==> config.mk <==
export PLATFORM = sky130hd
export DESIGN_NAME = enemy_slot_mapper
export DESIGN_NICKNAME = d
export VERILOG_FILES = /design/src/rtl/enemy_slot_mapper.sv
export SDC_FILE = /design/constraint.sdc
export NUM_CORES = 1
export LEC_CHECK = 0
export CAP_MARGIN = 20
export CORE_AREA = 2 2 124 66
export CTS_BUF_LIST = sky130_fd_sc_hd__clkbuf_4 sky130_fd_sc_hd__clkbuf_8
export DETAILED_ROUTE_END_ITERATION = 8
export DIE_AREA = 0 0 126 68
export PLACE_DENSITY_LB_ADDON = 0.3
export SYNTH_ARGS = -nofsm -noshare
export SYNTH_HDL_FRONTEND = slang
export SYNTH_SLANG_ARGS = --single-unit
==> constraint.sdc <==
create_clock -name clk -period 3.86 [get_ports clk]
set_clock_uncertainty 0.15 [all_clocks]
set_input_delay 0.579 -clock clk [delete_from_list [all_inputs] [get_ports clk]]
set_output_delay 0.579 -clock clk [all_outputs]
set_load 0.01 [all_outputs]
==> src/rtl/enemy_slot_mapper.sv <==
// enemy_slot_mapper
// Bridges one enemy-type controller onto a contiguous slot range of the shared
// enemy table. Positions and alive flags are snapshotted once per frame. Hits
// from the collision unit are decoded to local channels and queued as kill
// requests. A death-flash counter runs per channel.
//
// Ports:
//   clk, rst          clock, synchronous active-high reset
//   frame_tick        one-cycle pulse at start of vblank
//   src_x/src_y       per-channel live coordinates (channel i at [i*COORD_W +: COORD_W])
//   src_alive         per-channel controller alive flags
//   enemy_x/enemy_y   frame-snapshotted coordinates for slot BASE_SLOT+i
//   enemy_alive       frame-snapshotted alive, masked by pending/handled kills
//   enemy_dying       death-flash active per channel
//   hit_valid/ready   hit handshake, hit_slot is the global slot number
//   kill_valid/ready  kill request handshake, kill_ch is the local channel
module enemy_slot_mapper #(
  parameter int unsigned NUM_CH       = 2,
  parameter int unsigned BASE_SLOT    = 21,
  parameter int unsigned SLOT_W       = 5,
  parameter int unsigned COORD_W      = 10,
  parameter int unsigned FIFO_DEPTH   = 4,
  parameter int unsigned DEATH_FRAMES = 8,
  localparam int unsigned CH_W        = (NUM_CH > 1) ? $clog2(NUM_CH) : 1
) (
  input  logic                       clk,
  input  logic                       rst,
  input  logic                       frame_tick,
  input  logic [NUM_CH*COORD_W-1:0]  src_x,
  input  logic [NUM_CH*COORD_W-1:0]  src_y,
  input  logic [NUM_CH-1:0]          src_alive,
  output logic [NUM_CH*COORD_W-1:0]  enemy_x,
  output logic [NUM_CH*COORD_W-1:0]  enemy_y,
  output logic [NUM_CH-1:0]          enemy_alive,
  output logic [NUM_CH-1:0]          enemy_dying,
  input  logic                       hit_valid,
  input  logic [SLOT_W-1:0]          hit_slot,
  output logic                       hit_ready,
  output logic                       kill_valid,
  output logic [CH_W-1:0]            kill_ch,
  input  logic                       kill_ready
);

  localparam int unsigned PTR_W = (FIFO_DEPTH > 1) ? $clog2(FIFO_DEPTH) : 1;
  localparam int unsigned CNT_W = PTR_W + 1;

  logic [NUM_CH-1:0] kill_mask;
  logic [NUM_CH-1:0] kill_mask_next;
  logic [7:0]        dying_cnt      [NUM_CH];
  logic [7:0]        dying_cnt_next [NUM_CH];

  logic [CH_W-1:0]   fifo_mem [FIFO_DEPTH];
  logic [PTR_W-1:0]  rd_ptr;
  logic [PTR_W-1:0]  wr_ptr;
  logic [CNT_W-1:0]  fifo_count;

  logic              fifo_empty;
  logic              fifo_full;
  logic              hit_accept;
  logic              in_range;
  logic [CH_W-1:0]   hit_ch;
  logic              push;
  logic              pop;

  // FIFO status and handshakes; a full queue stalls every hit, including discards
  assign fifo_empty = (fifo_count == '0);
  assign fifo_full  = (fifo_count == CNT_W'(FIFO_DEPTH));
  assign hit_ready  = ~rst & ~fifo_full;
  assign hit_accept = hit_valid & hit_ready;
  assign kill_valid = ~fifo_empty;
  assign kill_ch    = fifo_empty ? '0 : fifo_mem[rd_ptr];
  assign pop        = kill_valid & kill_ready;

  // Global slot to local channel decode, done at 32 bits to avoid wrap
  assign in_range = (32'(hit_slot) >= BASE_SLOT) && (32'(hit_slot) < (BASE_SLOT + NUM_CH));
  assign hit_ch   = CH_W'(32'(hit_slot) - BASE_SLOT);
  assign push     = hit_accept & in_range & ~kill_mask[hit_ch];

  // Per-channel mask and flash counter update; a new kill overrides the frame update
  always_comb begin
    for (int i = 0; i < int'(NUM_CH); i++) begin
      kill_mask_next[i] = kill_mask[i];
      dying_cnt_next[i] = dying_cnt[i];
      if (frame_tick) begin
        if (!src_alive[i]) kill_mask_next[i] = 1'b0;
        if (dying_cnt[i] != 8'd0) dying_cnt_next[i] = dying_cnt[i] - 8'd1;
      end
      if (push && (hit_ch == CH_W'(i))) begin
        kill_mask_next[i] = 1'b1;
        dying_cnt_next[i] = 8'(DEATH_FRAMES);
      end
    end
  end

  // State, snapshot and FIFO pointer registers
  always_ff @(posedge clk) begin
    if (rst) begin
      kill_mask   <= '0;
      enemy_x     <= '0;
      enemy_y     <= '0;
      enemy_alive <= '0;
      enemy_dying <= '0;
      rd_ptr      <= '0;
      wr_ptr      <= '0;
      fifo_count  <= '0;
      for (int i = 0; i < int'(NUM_CH); i++) dying_cnt[i] <= 8'd0;
    end else begin
      kill_mask <= kill_mask_next;
      for (int i = 0; i < int'(NUM_CH); i++) begin
        dying_cnt[i]   <= dying_cnt_next[i];
        enemy_dying[i] <= (dying_cnt_next[i] != 8'd0);
      end
      if (frame_tick) begin
        enemy_x     <= src_x;
        enemy_y     <= src_y;
        enemy_alive <= src_alive & ~kill_mask_next;
      end
      if (push) wr_ptr <= wr_ptr + PTR_W'(1);
      if (pop)  rd_ptr <= rd_ptr + PTR_W'(1);
      unique case ({push, pop})
        2'b10:   fifo_count <= fifo_count + CNT_W'(1);
        2'b01:   fifo_count <= fifo_count - CNT_W'(1);
        default: fifo_count <= fifo_count;
      endcase
    end
  end

  // Queue storage; contents are don't-care while empty, so no reset
  always_ff @(posedge clk) begin
    if (push) fifo_mem[wr_ptr] <= hit_ch;
  end

endmodule

==> impl_results.md, run 1 <==
* Status: complete, no violations
* CTS hold repair buffers at 0
* Yosys warns at 0
* Die Y at 68 µm
* Fin area at 0.00444 mm²
* Worst slew pin tran at 627 ps
* Final Max Tran Viols at 0
* Layout cells sized above 1 at 0.0857
* Final Hold Vio Count at 0
* CTS tree: built
* Setup ws final at 1200 ps
* Routed length on met3 at 587 µm
* Clock Sinks at 75
* Seq cells post-synth at 75
* Final setup TNS at 0 ps
* Initial DRC Count at 150
* M1 WL at 3480 µm
* Synthesized net count at 378
* GPL Wtd Cong at 0.787
* Post-CTS setup buffer count at 0
* Mapped Cells at 316
* Row count at 23
* RSZ-0062 raised after global routing: no
* WHS at 313 ps
* ANT nets after route at 0
* Critical Path RT at 3990 ps
* Final min period at 2660 ps
* Post-DP HPWL at 5100 µm
* Top cells by count, synth: dfxtp_1 (71), nor2_1 (68), mux2i_1 (43)
* Seq/Total Area, Yosys at 0.484
* Yosys top cell by area: dfxtp_1
* Max FO, Critical Path at 7
* # setup viols final at 0
* DR vias at 2499
* TritonCTS Buffers at 9
* Ports at 99
* Total grt overflow at 0
* Max Cap Violations at 0
* Placement Setup Slack at 830 ps
* Placed inst area at 0.00423 mm²
* PD cells at 531 mW/mm²
* Synth top area share at 0.446
* Setup Crit Path Kind: input port to flip-flop
* Synth-to-Final Area Change at 39.4%
* Most common cell in the netlist: dfxtp_1
* I/O Buffers at 98
* Min-delay worst type: flip-flop to flip-flop
* Drt pass-1 iters at 4
* Main area contributors after synthesis: dfxtp_1 (45%), mux2i_1 (14%), nor2_1 (8.0%)
* Max VDD drop at 0.279 mV
* Largest net degree at the start of global routing at 62
* Final Cycle Share at 0.690
* Highest Signal Layer: met4
* Via density at 4.81
* Worst-skew pair later-pin latency at 350 ps
* # DRC at 0
* First-pass GRT wire length at 11400 µm
* Nets at 477
* Starting Density at 0.419
* Root Buffer: clkbuf_8
* Die extent in x at 126 µm
* # resized after CTS at 0
* Fraction of registers with async set or reset after synthesis at 0
* Mapped Avg Cell Area at 10.1 µm²
* Max Freq at 375 MHz
* Tot GR Track Use at 0.173
* Initial antenna violation count at 0
* H-Tree Depth at 3
* Worst setup SP type: input port
* Post-synth EDFFs at 4
* Max Buffers Root-to-Sink at 2
* Unique cell type count in the Yosys netlist at 46
* Main synth FF type: dfxtp_1
* Die ar. at 0.00857 mm²
* Slew headroom at 0.582
* Leak at 1.80 nW
* CP arrival at 2790 ps
* Mapped Area at 0.00319 mm²
* Post-Route WL at 7050 µm
* Number of global-route vias before repair at 2356
* Length of routed met2 wiring at 2880 µm
* Worst-path clk slew at 80 ps
* Crit path capture type: flip-flop
* Area of the core at 0.00760 mm²
* Routed length per placed instance at 13.6 µm
* N_diodes at 0
-- sequential cells by signal, indices dropped and copies added, names as in the netlist, named ones only --
register and cells:
rd_ptr 2, wr_ptr 2, kill_mask 2, enemy_x 20, enemy_y 20, fifo_mem 4
fifo_count 3, dying_cnt 16, enemy_dying 2, enemy_alive 2
-- area by class of cell --
class                           instances  area (µm²)
Clock buffer                           12         165
Clock inverter                          4        47.5
Fill cell                             661        3160
Inverter                               12        45.0
Multi-Input combinational cell        216        1520
Sequential cell                        75        1540
Tap cell                              100         125
Timing Repair Buffer                  101         993
-- critical path, cell delays in order --
cell and delay, ps:
clkdlybuf4s50_1 390, nand4b_1 230, a211oi_2 290, o21a_2 250
inv_1 60, ha_1 220, inv_1 80, fa_1 170
xor2_1 70, or3_1 310, a21oi_1 140
-- metal layers --
| metal | vias to the layer above | global-route usage |
|---|---|---|
| met5 | - | 0 |
| met3 | 10 | 0.0813 |
| met1 | 1135 | 0.226 |
| met4 | 0 | 0.0632 |
| li1 | 1268 | - |
| met2 | 86 | 0.249 |
-- through the flow --
| stage | instances | power, W | util |
|---|---|---|---|
| 2_1_floorplan | 316 | 0.00152 | - |
| 3_3_place_gp | 504 | 0.00172 | 0.557 |
| 3_5_place_dp | 504 | 0.00174 | 0.557 |
| 4_1_cts | 520 | 0.00239 | 0.585 |
| 5_1_grt | 520 | 0.00252 | 0.585 |
| 6_report | 520 | 0.00236 | 0.585 |
-- cells in the final DEF, fill, tap and decap left out, types with 4 or more instances in the layout --
| master | synthesis | routed |
|---|---|---|
| and2_1 | 6 | 6 |
| a21oi_1 | 11 | 11 |
| mux2i_1 | 43 | 43 |
| dfxtp_1 | 71 | 71 |
| nor2_1 | 68 | 68 |
| clkbuf_8 | 0 | 12 |
| clkdlybuf4s50_1 | 0 | 96 |
| edfxtp_1 | 4 | 4 |
| nor3_1 | 5 | 5 |
| nand2_1 | 13 | 13 |
| xnor2_1 | 9 | 9 |
| xor2_1 | 8 | 8 |
| inv_1 | 12 | 12 |
| ha_1 | 9 | 9 |
| nand4b_1 | 4 | 4 |
-- worst paths after layout --
check,start,to,slack (ps),cells after the start
max,hit_slot[3],fifo_count[2]$_SDFFE_PP0P_,1200,11
min,enemy_alive[1]$_SDFFE_PP0P_,enemy_alive[1]$_SDFFE_PP0P_,310,2
max reg2reg,fifo_count[0]$_SDFFE_PP0P_,fifo_count[2]$_SDFFE_PP0P_,1530,10
min reg2reg,enemy_alive[1]$_SDFFE_PP0P_,enemy_alive[1]$_SDFFE_PP0P_,310,2
-- cells by family (layout without fill, tap and decap cells) --
kind of cell	Yosys count	count (layout)	share of synthesized area
multiplexers	45	45	0.146
buffers and inverters	25	129	0.0377
adder cells (fa/ha/maj)	10	10	0.0416
AO/OA/AOI/OAI	25	25	0.0566
flip-flops	75	75	0.484
AND/OR/NAND/NOR	119	119	0.188
XOR/XNOR	17	17	0.0467
-- where the power goes --
group	switching, W	internal, W
logic	0.000370	0.000378
registers	0.0000976	0.000884
clock network	0.000282	0.000349
total	0.000750	0.00161
Note: power is estimated with default switching activity, not from simulation.
==> inputs of run 2 (changes only) <==
- clock period: 3.86 -> 2.7 ns (I/O delays scaled with it)
==> run 2 against run 1 <==
Compared with the run above:
- combinational power increased by 44%
- clock-buffer cell count shrank 2
- hold slack better by 2.9 ps
==> impl_results.md, run 2 (synthesized netlist as in run 1, its figures left out) <==
* Sequential share of power at 0.425 (+0.009)
* Switch Pwr at 0.00109 W (+45%)
* Critical Path RT at 2140 ps (-1850 ps)
* R2R Setup Slk at 420 ps (-1110 ps)
* First-pass GRT wire length at 11600 µm (+1.8%)
* PD cells at 748 mW/mm² (+41%)
* Ports at 99 (unchanged)
* Die ar. at 0.00857 mm² (unchanged)
* TritonCTS Buffers at 9 (unchanged)
* RSZ-0062 raised after global routing: no
* Largest net degree at the start of global routing at 61 (-1.6%)
* Root Buffer: clkbuf_8
* GRT met2 Usage at 0.253 (+0.00403)
* Routed length per placed instance at 13.8 µm (+1.9%)
* Drt pass-1 iters at 4 (unchanged)
* Worst-path clk slew at 80 ps (about the same)
* Multi-input gate area at 0.00152 mm² (unchanged)
* Die Y at 68 µm (unchanged)
* N_diodes at 0 (unchanged)
* Grt peak-use layer: met2
* Via density at 4.79 (-0.42%)
* Post-CTS setup buffer count at 0 (unchanged)
* Max VDD drop at 0.319 mV (+14%)
* Final min period at 2380 ps
* ANT nets after route at 0 (unchanged)
* # DRC at 0 (unchanged)
* CP arrival at 1830 ps (-960 ps)
* RR Startpoint: fifo_count[0]$_SDFFE_PP0P_
* Leak at 1.80 nW (about the same)
* Placed inst area at 0.00425 mm² (+0.53%)
* Row count at 23 (unchanged)
* Most common cell after layout, fill and taps aside: clkdlybuf4s50_1
* GPL Wtd Cong at 0.780 (-0.97%)
* Max FO, Critical Path at 1 (-6)
* Post-DP HPWL at 5250 µm (+2.9%)
* Grt met1 use at 0.221 (-0.00550)
* Max Cap Violations at 0 (unchanged)
* Min-delay src: enemy_alive[1]$_SDFFE_PP0P_
* Register area at 0.00154 mm² (unchanged)
* CTS tree: built
* Status: complete, no violations
* Crit path capture type: output pin
* Final Max Tran Viols at 0 (unchanged)
* Max Freq at 420 MHz
* H-Tree Depth at 3 (unchanged)
* Starting Density at 0.419 (unchanged)
* Total grt overflow at 0 (unchanged)
* Number of global-route vias before repair at 2387 (+1.3%)
* Capture point of the worst reg-to-reg path: fifo_count[2]$_SDFFE_PP0P_
* Post-Route WL at 7210 µm (+2.3%)
* Met3 Use GR at 0.101 (+0.0195)
* I/O Buffers at 98 (unchanged)
* Net Sw Frac at 0.328 (+0.00986)
* Hold Path End: enemy_alive[1]$_SDFFE_PP0P_
* # resized after CTS at 0 (unchanged)
* Clock Sinks at 75 (unchanged)
* CTS hold repair buffers at 0 (unchanged)
* Pint at 0.00223 W (+39%)
* Power share of the clock group at 0.251 (-0.016)
* Reg2reg path depth at 10 (unchanged)
* Worst slew pin tran at 622 ps (-4.80 ps)
* Hold Crit Depth at 2 (unchanged)
* Synth-to-Final Area Change at 39.3% (about the same)
* Initial DRC Count at 111 (-26%)
* Final setup TNS at 0 ps (unchanged)
* Worst setup SP type: flip-flop
* Most frequent cells in the layout: clkdlybuf4s50_1 (96), dfxtp_1 (71), nor2_1 (68)
* # setup viols final at 0 (unchanged)
* Final Hold Vio Count at 0 (unchanged)
* Area of the core at 0.00760 mm² (unchanged)
* Min-delay worst type: flip-flop to flip-flop
* Worst-skew pair later-pin latency at 350 ps (about the same)
* Logic pwr share at 0.324 (+0.007)
* Tot GR Track Use at 0.175 (+0.00272)
* Setup Crit Path Kind: flip-flop to output pin
* Die extent in x at 126 µm (unchanged)
* DR vias at 2498 (-0.040%)
* Fin area at 0.00444 mm² (about the same)
* Layout fillers at 649 (-1.8%)
* Final Cycle Share at 0.882
* Nets at 480 (+0.63%)
* Max Buffers Root-to-Sink at 2 (unchanged)
* Regs by FF count: enemy_x (20), enemy_y (20), dying_cnt (16)
* Slew headroom at 0.585 (+0.00320)
* Layout cells sized above 1 at 0.0900 (+0.00433)
* Initial antenna violation count at 0 (unchanged)
[run 2: cell types whose count changed in the layout (fill, tap and decap cells not counted), sizes merged]
cell,before,now
clkbuf,12,10
clkinvlp,1,2
buf,5,8
[run 2: worst max path at each step]
stage / slack [ps] / cells past startpoint / endpoint / from
final: 320 / 3 / kill_ch / fifo_mem[3]$_DFFE_PP_
after global routing: 240 / 3 / kill_ch / fifo_mem[3]$_DFFE_PP_
after CTS: 280 / 3 / kill_ch / fifo_mem[3]$_DFFE_PP_
after detailed placement: -10 / 11 / fifo_count[2]$_SDFFE_PP0P_ / hit_slot[3]
after global placement: 70 / 10 / fifo_count[2]$_SDFFE_PP0P_ / hit_slot[1]
after floorplan: 480 / 10 / fifo_count[2]$_SDFFE_PP0P_ / hit_slot[3]
[run 2: per-stage QoR]
step / hold WS [ps] / cells / utilization / worst slack [ps] / total power, W
after floorplan: 309 / 316 / - / 479 / 0.00217
after global placement: 305 / 507 / 0.560 / 69.7 / 0.00247
after detailed placement: 309 / 507 / 0.560 / -13.7 / 0.00250
after CTS: 318 / 522 / 0.584 / 280 / 0.00336
after global routing: 340 / 522 / 0.584 / 237 / 0.00353
final: 316 / 522 / 0.584 / 319 / 0.00332
[run 2: power by group through the flow]
stage	registers, W	clock network, W	logic, W
6_report	0.00141	0.000834	0.00108
5_1_grt	0.00143	0.000913	0.00119
4_1_cts	0.00141	0.000873	0.00108
3_5_place_dp	0.00143	0	0.00107
3_3_place_gp	0.00142	0	0.00104
2_1_floorplan	0.00143	0	0.000737
[run 2: critical path: stages, from the launching register on]
cell and delay [ps]:
edfxtp_1 380, mux4_2 460, and2_1 160, clkdlybuf4s50_1 470
[run 2: layout make-up]
type / instances / area share
Timing Repair Buffer: 104 / 0.229
Inverter: 12 / 0.0101
Clock buffer: 10 / 0.0296
Clock inverter: 5 / 0.0124
Multi-Input combinational cell: 216 / 0.343
Tap cell: 100 / 0.0282
Sequential cell: 75 / 0.347
[run 2: per-layer routing]
metal | part of all wire | wire length [µm] | vias up
li1 | - | - | 1262
met1 | 0.48 | 3460 | 1158
met2 | 0.42 | 3020 | 73
met3 | 0.094 | 679 | 5
met4 | 0.0068 | 49 | 0
met5 | 0 | 0 | -
==> inputs of run 3 (changes only) <==
- MAX_ROUTING_LAYER: default -> met4
==> run 3 against run 2 <==
Compared with the run above:
- fmax shrank 0.23%
- sequential share of layout area stayed put
- clock power increased by 0.7%
- register-to-register slack about the same
- non-clock buffer count unchanged
- first-iteration DRC count shrank 8.1%
- die area is the same
- critical path type unchanged
- critical path depth stayed put
- utilization did not move
- sequential power hardly changed
==> impl_results.md, run 3 (synthesized netlist as in run 1, its figures left out) <==
* Area of the core at 0.00760 mm² (unchanged)
* WHS at 317 ps (+0.494 ps)
* Initial DRC Count at 102 (-8.1%)
* ANT nets after route at 0 (unchanged)
* Drt pass-1 iters at 4 (unchanged)
* Capture point of the worst reg-to-reg path: fifo_count[2]$_SDFFE_PP0P_
* Crit path capture type: output pin
* Max Cap Violations at 0 (unchanged)
* Row count at 23 (unchanged)
* Clock Sinks at 75 (unchanged)
* Min-delay src: enemy_alive[1]$_SDFFE_PP0P_
* Synth-to-Final Area Change at 39.3% (unchanged)
* Starting Density at 0.419 (unchanged)
* R2R Setup Slk at 430 ps (about the same)
* CTS tree: built
* RSZ-0062 raised after global routing: no
* Slew headroom at 0.586 (+0.000836)
* Die extent in x at 126 µm (unchanged)
* Largest net degree at the start of global routing at 61 (unchanged)
* Min-delay worst type: flip-flop to flip-flop
* Multi-input gate area at 0.00152 mm² (unchanged)
* Regs by FF count: enemy_x (20), enemy_y (20), dying_cnt (16)
* Reg2reg path depth at 8 (-2)
* Max VDD drop at 0.321 mV (+0.64%)
* Routed length per placed instance at 13.9 µm (+0.31%)
* Initial antenna violation count at 0 (unchanged)
* Worst-path clk slew at 80 ps (about the same)
* Final Max Tran Viols at 0 (unchanged)
* Ports at 99 (unchanged)
* # resized after CTS at 0 (unchanged)
* H-Tree Depth at 3 (unchanged)
* Nets at 480 (unchanged)
* Layout cells sized above 1 at 0.0900 (unchanged)
* Post-Route WL at 7230 µm (+0.31%)
* Final core utilization at 0.584 (unchanged)
* RR Startpoint: fifo_count[2]$_SDFFE_PP0P_
* Layout fillers at 649 (unchanged)
* Most common cell after layout, fill and taps aside: clkdlybuf4s50_1
* Max Freq at 419 MHz (-0.23%)
* Final min period at 2390 ps (+5.40 ps)
* Max FO, Critical Path at 1 (unchanged)
* Die Y at 68 µm (unchanged)
* Hold Path End: enemy_alive[1]$_SDFFE_PP0P_
* TritonCTS Buffers at 9 (unchanged)
* Worst-skew pair later-pin latency at 360 ps (about the same)
* I/O Buffers at 98 (unchanged)
* First-pass GRT wire length at 11600 µm (about the same)
* N_diodes at 0 (unchanged)
* GPL Wtd Cong at 0.791 (+1.4%)
* Leak at 1.80 nW (unchanged)
* Final Cycle Share at 0.884 (+0.00200)
* Post-DP HPWL at 5250 µm (unchanged)
* Max Buffers Root-to-Sink at 2 (unchanged)
* DR vias at 2484 (-0.56%)
* # DRC at 0 (unchanged)
* Most frequent cells in the layout: clkdlybuf4s50_1 (96), dfxtp_1 (71), nor2_1 (68)
* Register area at 0.00154 mm² (unchanged)
* Post-CTS setup buffer count at 0 (unchanged)
* Worst setup SP type: flip-flop
* Total grt overflow at 0 (unchanged)
* Hold Crit Depth at 2 (unchanged)
* Root Buffer: clkbuf_8
* Die ar. at 0.00857 mm² (unchanged)
* # setup viols final at 0 (unchanged)
* Final Hold Vio Count at 0 (unchanged)
* PD cells at 749 mW/mm² (+0.14%)
* Status: complete, no violations
* Critical Path RT at 2140 ps (about the same)
* CP arrival at 1830 ps (about the same)
* Via density at 4.76 (-0.56%)
* Setup Crit Path Kind: flip-flop to output pin
* Number of global-route vias before repair at 2373 (-0.59%)
* Tot GR Track Use at 0.181 (+0.00552)
* CTS hold repair buffers at 0 (unchanged)
* Worst slew pin tran at 621 ps (-1.25 ps)
-- run 3: area by class of cell --
| type | count | area share |
|---|---|---|
| multi-input combinational | 216 | 0.343 |
| sequential | 75 | 0.347 |
| clock inverter | 5 | 0.0124 |
| inverter | 12 | 0.0101 |
| tap | 100 | 0.0282 |
| clock buffer | 10 | 0.0296 |
| timing repair buffer | 104 | 0.229 |
-- run 3: through the flow --
stage / TNS, ps / power [W] / worst slack [ps] / std cells / area [µm²]
final: 0 / 0.00333 / 314 / 522 / 4440
after global routing: 0 / 0.00353 / 237 / 522 / 4440
after CTS: 0 / 0.00336 / 280 / 522 / 4440
after detailed placement: -13.7 / 0.00250 / -13.7 / 507 / 4250
after global placement: 0 / 0.00247 / 69.7 / 507 / 4250
after floorplan: 0 / 0.00217 / 479 / 316 / 3190
-- run 3: how the worst max path moves through the flow --
stage	endpoint	from	slack, ps	depth (start not counted)
floorplan	fifo_count[2]$_SDFFE_PP0P_	hit_slot[3]	480	10
global placement	fifo_count[2]$_SDFFE_PP0P_	hit_slot[1]	70	10
detailed placement	fifo_count[2]$_SDFFE_PP0P_	hit_slot[3]	-10	11
CTS	kill_ch	fifo_mem[3]$_DFFE_PP_	280	3
global route	kill_ch	fifo_mem[3]$_DFFE_PP_	240	3
finish	kill_ch	fifo_mem[3]$_DFFE_PP_	310	3
-- run 3: routing by layer --
metal	global-route usage	routed length (µm)
met1	0.226	3560
met2	0.253	2940
met3	0.0954	641
met4	0.0536	89
met5	-	0
-- run 3: power breakdown --
part	internal (W)	leakage (nW)	total (W)	switching (W)
clock network	0.000428	0.0916	0.000840	0.000411
registers	0.00126	0.620	0.00141	0.000146
logic	0.000541	1.09	0.00108	0.000535
total	0.00223	1.80	0.00333	0.00109
-- run 3: worst max-delay path: stages (launching register included) --
cell and delay (ps):
edfxtp_1 380, mux4_2 460, and2_1 160, clkdlybuf4s50_1 470
